File: src/rtl/cps_pkg.sv
// Shared types for the checkpoint sequencer: FSM state encoding and a width helper.
package cps_pkg;

  localparam int STATE_W = 3;

  typedef enum logic [STATE_W-1:0] {
    ST_IDLE = 3'd0,
    ST_WAIT = 3'd1,
    ST_PASS = 3'd2,
    ST_FAIL = 3'd3,
    ST_TMO  = 3'd4
  } cps_state_e;

  // Index width that stays legal (>=1 bit) even for a single-entry table.
  function automatic int idx_width(input int n);
    return (n > 1) ? $clog2(n) : 1;
  endfunction

endpackage

File: src/rtl/chk_sync_filter.sv
// Synchronises the asynchronous checkpoint bus and qualifies a code once it has
// been stable for STABLE cycles; each stable value is offered once for matching.
module chk_sync_filter #(
  parameter int CHK_W  = 16,
  parameter int STABLE = 2
) (
  input  logic             clock,
  input  logic             resetb,
  input  logic [CHK_W-1:0] checkbits_i,
  input  logic             consume_i,
  output logic [CHK_W-1:0] code_o,
  output logic             code_vld_o,
  output logic             code_new_o
);

  localparam int CNT_W = $clog2(STABLE + 1);

  logic [CHK_W-1:0] sync1_q;
  logic [CHK_W-1:0] sync2_q;
  logic [CNT_W-1:0] cnt_q;
  logic             new_q;
  logic             changing;

  // sync2_q takes a different value at the next edge; restart the stability count.
  assign changing = (sync1_q != sync2_q);

  // Handshake: code_new_o stays high from the cycle the code becomes stable until
  // consume_i is sampled high or the code changes; consume_i is only legal while
  // code_new_o is high.
  always_ff @(posedge clock or negedge resetb) begin
    if (!resetb) begin
      sync1_q <= '0;
      sync2_q <= '0;
      cnt_q   <= '0;
      new_q   <= 1'b0;
    end else begin
      sync1_q <= checkbits_i;
      sync2_q <= sync1_q;
      if (changing) begin
        cnt_q <= CNT_W'(1);
        new_q <= (STABLE == 1);
      end else begin
        if (cnt_q != CNT_W'(STABLE)) cnt_q <= cnt_q + CNT_W'(1);
        if (cnt_q == CNT_W'(STABLE - 1)) new_q <= 1'b1;
        else if (consume_i)              new_q <= 1'b0;
      end
    end
  end

  assign code_o     = sync2_q;
  assign code_vld_o = (cnt_q == CNT_W'(STABLE));
  assign code_new_o = new_q & code_vld_o;

endmodule

File: src/rtl/checkpoint_sequencer.sv
// Walks a table of expected checkpoint codes from the user GPIOs, drives the
// per-step control word on each match and reports pass / fail / timeout.
module checkpoint_sequencer
  import cps_pkg::*;
#(
  parameter int CHK_W  = 16,
  parameter int N_STEPS = 8,
  parameter int CTRL_W = 8,
  parameter int TMO_W  = 24,
  parameter int STABLE = 2,
  parameter logic [CHK_W-1:0] FAIL_CODE = CHK_W'(16'h0004),
  localparam int NS_W  = $clog2(N_STEPS + 1),
  localparam int IDX_W = idx_width(N_STEPS)
) (
  input  logic                      clock,
  input  logic                      resetb,
  input  logic                      enable,
  input  logic [CHK_W-1:0]          checkbits_i,
  input  logic [N_STEPS*CHK_W-1:0]  step_code_i,
  input  logic [N_STEPS*CTRL_W-1:0] step_ctrl_i,
  input  logic [NS_W-1:0]           num_steps_i,
  input  logic [CTRL_W-1:0]         ctrl_init_i,
  input  logic [TMO_W-1:0]          timeout_i,
  output logic [CTRL_W-1:0]         ctrl_o,
  output logic [IDX_W-1:0]          step_idx_o,
  output logic                      step_hit_o,
  output logic                      busy_o,
  output logic                      pass_o,
  output logic                      fail_o,
  output logic                      tmo_o,
  output logic [STATE_W-1:0]        state_o
);

  cps_state_e        state_q, state_d;
  logic [IDX_W-1:0]  idx_q, idx_d;
  logic [TMO_W-1:0]  timer_q, timer_d;
  logic [CTRL_W-1:0] ctrl_q, ctrl_d;
  logic              hit_q, hit_d;
  logic              consume;

  logic [CHK_W-1:0]  code;
  logic              code_vld;
  logic              code_new;
  logic [NS_W-1:0]   num_clamped;
  logic [CHK_W-1:0]  cur_code;
  logic [CTRL_W-1:0] cur_ctrl;
  logic              is_last;

  chk_sync_filter #(
    .CHK_W  (CHK_W),
    .STABLE (STABLE)
  ) u_filter (
    .clock       (clock),
    .resetb      (resetb),
    .checkbits_i (checkbits_i),
    .consume_i   (consume),
    .code_o      (code),
    .code_vld_o  (code_vld),
    .code_new_o  (code_new)
  );

  assign num_clamped = (num_steps_i > NS_W'(N_STEPS)) ? NS_W'(N_STEPS) : num_steps_i;
  assign cur_code    = step_code_i[idx_q*CHK_W +: CHK_W];
  assign cur_ctrl    = step_ctrl_i[idx_q*CTRL_W +: CTRL_W];
  assign is_last     = ((NS_W'(idx_q) + NS_W'(1)) == num_clamped);

  always_comb begin
    state_d = state_q;
    idx_d   = idx_q;
    timer_d = timer_q;
    ctrl_d  = ctrl_q;
    hit_d   = 1'b0;
    consume = 1'b0;
    case (state_q)
      ST_IDLE: begin
        ctrl_d  = ctrl_init_i;
        idx_d   = '0;
        timer_d = '0;
        if (enable) state_d = (num_clamped == '0) ? ST_PASS : ST_WAIT;
      end
      ST_WAIT: begin
        // Abort beats FAIL_CODE, which beats a step match, which beats timeout.
        if (!enable) begin
          state_d = ST_IDLE;
          ctrl_d  = ctrl_init_i;
          idx_d   = '0;
        end else if (code_vld && (code == FAIL_CODE)) begin
          state_d = ST_FAIL;
        end else if (code_new && (code == cur_code)) begin
          hit_d   = 1'b1;
          consume = 1'b1;
          ctrl_d  = cur_ctrl;
          timer_d = '0;
          if (is_last) state_d = ST_PASS;
          else         idx_d   = idx_q + IDX_W'(1);
        end else if ((timeout_i != '0) && (timer_q == timeout_i - TMO_W'(1))) begin
          state_d = ST_TMO;
        end else if (timer_q != '1) begin
          timer_d = timer_q + TMO_W'(1);
        end
      end
      default: begin
        if (!enable) begin
          state_d = ST_IDLE;
          ctrl_d  = ctrl_init_i;
          idx_d   = '0;
        end
      end
    endcase
  end

  always_ff @(posedge clock or negedge resetb) begin
    if (!resetb) begin
      state_q <= ST_IDLE;
      idx_q   <= '0;
      timer_q <= '0;
      ctrl_q  <= '0;
      hit_q   <= 1'b0;
    end else begin
      state_q <= state_d;
      idx_q   <= idx_d;
      timer_q <= timer_d;
      ctrl_q  <= ctrl_d;
      hit_q   <= hit_d;
    end
  end

  assign ctrl_o     = ctrl_q;
  assign step_idx_o = idx_q;
  assign step_hit_o = hit_q;
  assign busy_o     = (state_q == ST_WAIT);
  assign pass_o     = (state_q == ST_PASS);
  assign fail_o     = (state_q == ST_FAIL);
  assign tmo_o      = (state_q == ST_TMO);
  assign state_o    = state_q;

endmodule
File: config.mk
export PLATFORM = sky130hd
export DESIGN_NAME = checkpoint_sequencer
export DESIGN_NICKNAME = d
export VERILOG_FILES = /design/src/rtl/cps_pkg.sv /design/src/rtl/chk_sync_filter.sv /design/src/rtl/checkpoint_sequencer.sv
export SDC_FILE = /design/constraint.sdc
export NUM_CORES = 1
export LEC_CHECK = 0
export BUFFER_PORTS_ARGS = -buffer_cell sky130_fd_sc_hd__clkbuf_2
export CORE_MARGIN = 2
export CORE_UTILIZATION = 49
export CTS_CLUSTER_SIZE = 30
export DETAILED_ROUTE_END_ITERATION = 10
export PLACE_DENSITY_LB_ADDON = 0.1
export SLEW_MARGIN = 0
export SYNTH_ARGS = -nofsm -noshare
export SYNTH_HDL_FRONTEND = slang
export SYNTH_SLANG_ARGS = --single-unit
File: constraint.sdc
create_clock -name clock -period 4.75 [get_ports clock]
set_clock_uncertainty 0.15 [all_clocks]
set_input_delay 0.2375 -clock clock [delete_from_list [all_inputs] [get_ports clock]]
set_output_delay 0.2375 -clock clock [all_outputs]
set_load 0.05 [all_outputs]
==> impl_metrics.xml <==
<?xml version="1.0" encoding="UTF-8"?>
<metrics>
  <group name="detailed_routing">
    <metric name="via_cell_ratio" unit="">6.04</metric>
    <metric name="met2_length" unit="microns">10600</metric>
    <metric name="routed_wire_per_std_cell" unit="microns">19.6</metric>
    <metric name="routedLengthMet1" unit="microns">7670</metric>
    <metric name="first_pass_iters" unit="">5</metric>
    <metric name="drcViolationCount" unit="">0</metric>
    <metric name="max_layer_used" unit="">met4</metric>
    <metric name="drtAntennaViolNets" unit="">0</metric>
    <metric name="detail_route.iter0.violations" unit="">392</metric>
    <metric name="routed-via-count" unit="">6098</metric>
    <metric name="routed_wirelength" unit="microns">19800</metric>
    <metric name="met3_wirelength" unit="microns">1130</metric>
  </group>
  <group name="cts">
    <metric name="worst_setup_hold_path_clk_slew" unit="ns">0.06</metric>
    <metric name="tritoncts_buffers" unit="">9</metric>
    <metric name="numClockSinks" unit="">74</metric>
    <metric name="cts-hold-fix-buffers" unit="">17</metric>
    <metric name="tritoncts" unit="">yes</metric>
    <metric name="cts.repair.resized" unit="">0</metric>
    <metric name="cts-root-to-sink-buffers" unit="">2</metric>
    <metric name="cts_setup_buffers" unit="">0</metric>
    <metric name="worst_skew_pair.late_latency" unit="ns">0.34</metric>
    <metric name="cts_htree_levels" unit="">3</metric>
    <metric name="clockRootBuffer" unit="">clkbuf_16</metric>
  </group>
  <group name="setup_path">
    <metric name="setup.worst_path.class" unit="">register to register</metric>
    <metric name="critical_path_required" unit="ns">4.82</metric>
    <metric name="worstSetupEndpointType" unit="">register</metric>
    <metric name="timing.critical_path.fanout_max" unit="">46</metric>
    <metric name="start_kind" unit="">register</metric>
    <metric name="cp.arrival" unit="ns">3.85</metric>
  </group>
  <group name="synth">
    <metric name="postSynth.asyncResetShare" unit="">1.00</metric>
    <metric name="number_of_enable_flip_flop_cells_after_synthesis" unit="">0</metric>
    <metric name="ys_seq_elements" unit="">74</metric>
    <metric name="synth.avg_cell_area" unit="sq um">10.1</metric>
    <metric name="synth.cell_area" unit="sq um">5980</metric>
    <metric name="prevailing_post_synth_register_cell" unit="">dfrtp_1</metric>
    <metric name="post_synth_inst_count" unit="">589</metric>
    <metric name="syn-num-nets" unit="">841</metric>
    <metric name="yosys_warnings" unit="">0</metric>
    <metric name="synth.yosys.seq_area_share" unit="">0.310</metric>
    <metric name="ys_types" unit="">63</metric>
  </group>
  <group name="die">
    <metric name="die_area" unit="sq um">13100</metric>
    <metric name="design.core.area" unit="sq um">12000</metric>
    <metric name="die_width" unit="microns">114</metric>
    <metric name="placement_rows" unit="">40</metric>
    <metric name="initial_util" unit="">0.500</metric>
    <metric name="dieHeight" unit="microns">114</metric>
    <metric name="floorplan.io_pins" unit="">266</metric>
  </group>
  <group name="sta">
    <metric name="max_clock_freq" unit="MHz">265</metric>
    <metric name="maxSlewViolCount" unit="">0</metric>
    <metric name="worst_pin_slew" unit="ns">1.04</metric>
    <metric name="total_of_endpoints_with_negative_setup_slack_in_the_final_report" unit="">0</metric>
    <metric name="hold_violations" unit="">0</metric>
    <metric name="grt_setup_unrepaired" unit="">no</metric>
    <metric name="layout_min_cycle_time" unit="ns">3.78</metric>
    <metric name="setup_tns" unit="ns">0</metric>
    <metric name="worst_path_setup_slack_after_routing" unit="ns">0.971</metric>
    <metric name="min_period_over_period" unit="">0.796</metric>
    <metric name="slew-limit-headroom" unit="">0.301</metric>
  </group>
  <group name="grt">
    <metric name="number_of_antenna_violations_at_the_first_check_in_global_routing" unit="">1</metric>
    <metric name="grt_start_max_net_pins" unit="">75</metric>
    <metric name="via_count_of_the_first_global_routing_pass" unit="">6273</metric>
    <metric name="global_route.overflow_total" unit="">0</metric>
    <metric name="grt_util_all_layers" unit="">0.306</metric>
    <metric name="grt_pass1_wl" unit="microns">31400</metric>
  </group>
  <group name="pwr">
    <metric name="peak_ir_drop_on_the_vdd_network" unit="mV">0.183</metric>
    <metric name="leakagePower" unit="nW">3.41</metric>
    <metric name="totalPowerFinal" unit="mW">2.17</metric>
    <metric name="powerDensity" unit="nW/um^2">275</metric>
  </group>
  <group name="place">
    <metric name="placement.io_buffers" unit="">265</metric>
    <metric name="hpwlAfterDp" unit="microns">15700</metric>
    <metric name="post-place-ws" unit="ns">0.872</metric>
    <metric name="routabilityCongestion" unit="">0.968</metric>
  </group>
  <group name="final_layout">
    <metric name="fin_nets" unit="">1109</metric>
    <metric name="area_delta_synth_final" unit="%">32.0</metric>
    <metric name="share_of_cells_above_drive_strength_1" unit="">0.413</metric>
  </group>
  <group name="flow_run">
    <metric name="maxCapViolations" unit="">0</metric>
  </group>
  <group name="outcome">
    <metric name="run_status" unit="">finished clean</metric>
  </group>
  <group name="min_path">
    <metric name="worst_hold_path_type" unit="">input port to register</metric>
  </group>
</metrics>
==> flip-flops by register name (all words and copies together) (netlist names) <==
register	cells
step_idx_o	3
state_o	3
step_hit_o	1
timer_q	24
u_filter.code_o	16
ctrl_o	8
u_filter.sync1_q	16
u_filter.cnt_q	2
u_filter.new_q	1
==> metrics by stage <==
stage	instances	util	area, sq um	hold WS [ns]
final	1010	0.660	7890	0.0520
after CTS	1009	0.659	7890	0.0475
after global routing	1010	0.660	7890	0.0658
after detailed placement	976	0.619	7400	0.197
after floorplan	589	-	5980	-0.208
after global placement	976	0.619	7400	0.195
==> path summary, 6_finish.rpt <==
| check | from | endpoint | slack (ns) | depth (start not counted) |
|---|---|---|---|---|
| setup / recovery | step_idx_o[1] | ctrl_o[7] | 0.97 | 9 |
| hold / removal | ctrl_init_i[3] | ctrl_o[3] | 0.05 | 3 |
| hold reg to reg | u_filter.sync1_q[7] | u_filter.code_o[7] | 0.24 | 0 |
| setup reg to reg | step_idx_o[1] | ctrl_o[7] | 0.97 | 9 |
| max in group asynchronous | resetb | step_idx_o[1] | 3.33 | 2 |
| min in group asynchronous | resetb | timer_q[2] | 0.42 | 2 |
==> synthesized netlist by cell type (14+ instances only) <==
| library cell | number | area, sq um |
|---|---|---|
| nor2_1 | 21 | 78.8 |
| inv_1 | 14 | 52.6 |
| or3_1 | 19 | 119 |
| a21oi_1 | 34 | 170 |
| o31ai_1 | 16 | 120 |
| xnor2_1 | 23 | 201 |
| nand3_1 | 21 | 105 |
| or4_1 | 16 | 120 |
| o21ai_0 | 16 | 80.1 |
| mux4_2 | 42 | 946 |
| xor2_1 | 36 | 315 |
| mux2i_1 | 26 | 260 |
| clkbuf_1 | 17 | 63.8 |
| nand4_1 | 19 | 119 |
| dfrtp_1 | 74 | 1850 |
| nand2_1 | 31 | 116 |
==> kinds of logic after synthesis <==
kind of cell,after synthesis,synth area share
AOI/OAI and AO/OA,116,0.131
muxes,76,0.217
buffers and inverters,49,0.0364
and+or+nand+nor,210,0.209
DFF,74,0.310
xor gates and xnor gates,59,0.0865
adders and majority gates,5,0.0105
==> routing by layer <==
| metal | up-vias | GRT usage |
|---|---|---|
| met5 | - | 0 |
| met4 | 0 | 0.0846 |
| met3 | 32 | 0.0476 |
| met2 | 261 | 0.568 |
| met1 | 2969 | 0.367 |
| li1 | 2836 | - |
==> placed cells by master, fill, tap and decap left out, types with 9 or more instances in the layout <==
| master | n |
|---|---|
| o21ai_0 | 16 |
| nand4_1 | 19 |
| and2_1 | 12 |
| clkbuf_16 | 9 |
| o31ai_1 | 15 |
| nor2_1 | 21 |
| buf_4 | 10 |
| or3_1 | 19 |
| nor3_1 | 9 |
| nand2_1 | 31 |
| nand3_1 | 21 |
| clkbuf_2 | 264 |
| nor2b_1 | 9 |
| a21oi_1 | 34 |
| mux4_2 | 42 |
| or4_1 | 16 |
| mux2i_1 | 26 |
| dfrtp_1 | 71 |
| nor4_1 | 12 |
| dlygate4sd3_1 | 17 |
| xor2_1 | 36 |
| inv_1 | 14 |
| xnor2_1 | 23 |
==> layout make-up <==
class	count	area (sq um)
timing repair buffer	291	1570
multi-input combinational	466	3910
inverter	15	56.3
tap	147	184
clock buffer	10	239
sequential	74	1860
clock inverter	6	73.8
fill	957	4070
antenna	1	2.50
==> where the power goes <==
| group | internal, mW | switching, mW |
|---|---|---|
| Combinational | 0.257 | 0.451 |
| Sequential | 0.681 | 0.0636 |
| Clock | 0.428 | 0.292 |
==> critical path, stage by stage, from the launching register on <==
cell and delay [ns]:
dfrtp_2 0.55, buf_4 0.58, mux4_2 0.58, mux2i_1 0.19, xor2_1 0.22, o2111ai_1 0.13
and4b_1 0.32, nand3_1 0.18, o21ba_2 0.36, a221o_1 0.37
(Power assumes the default switching activity.)
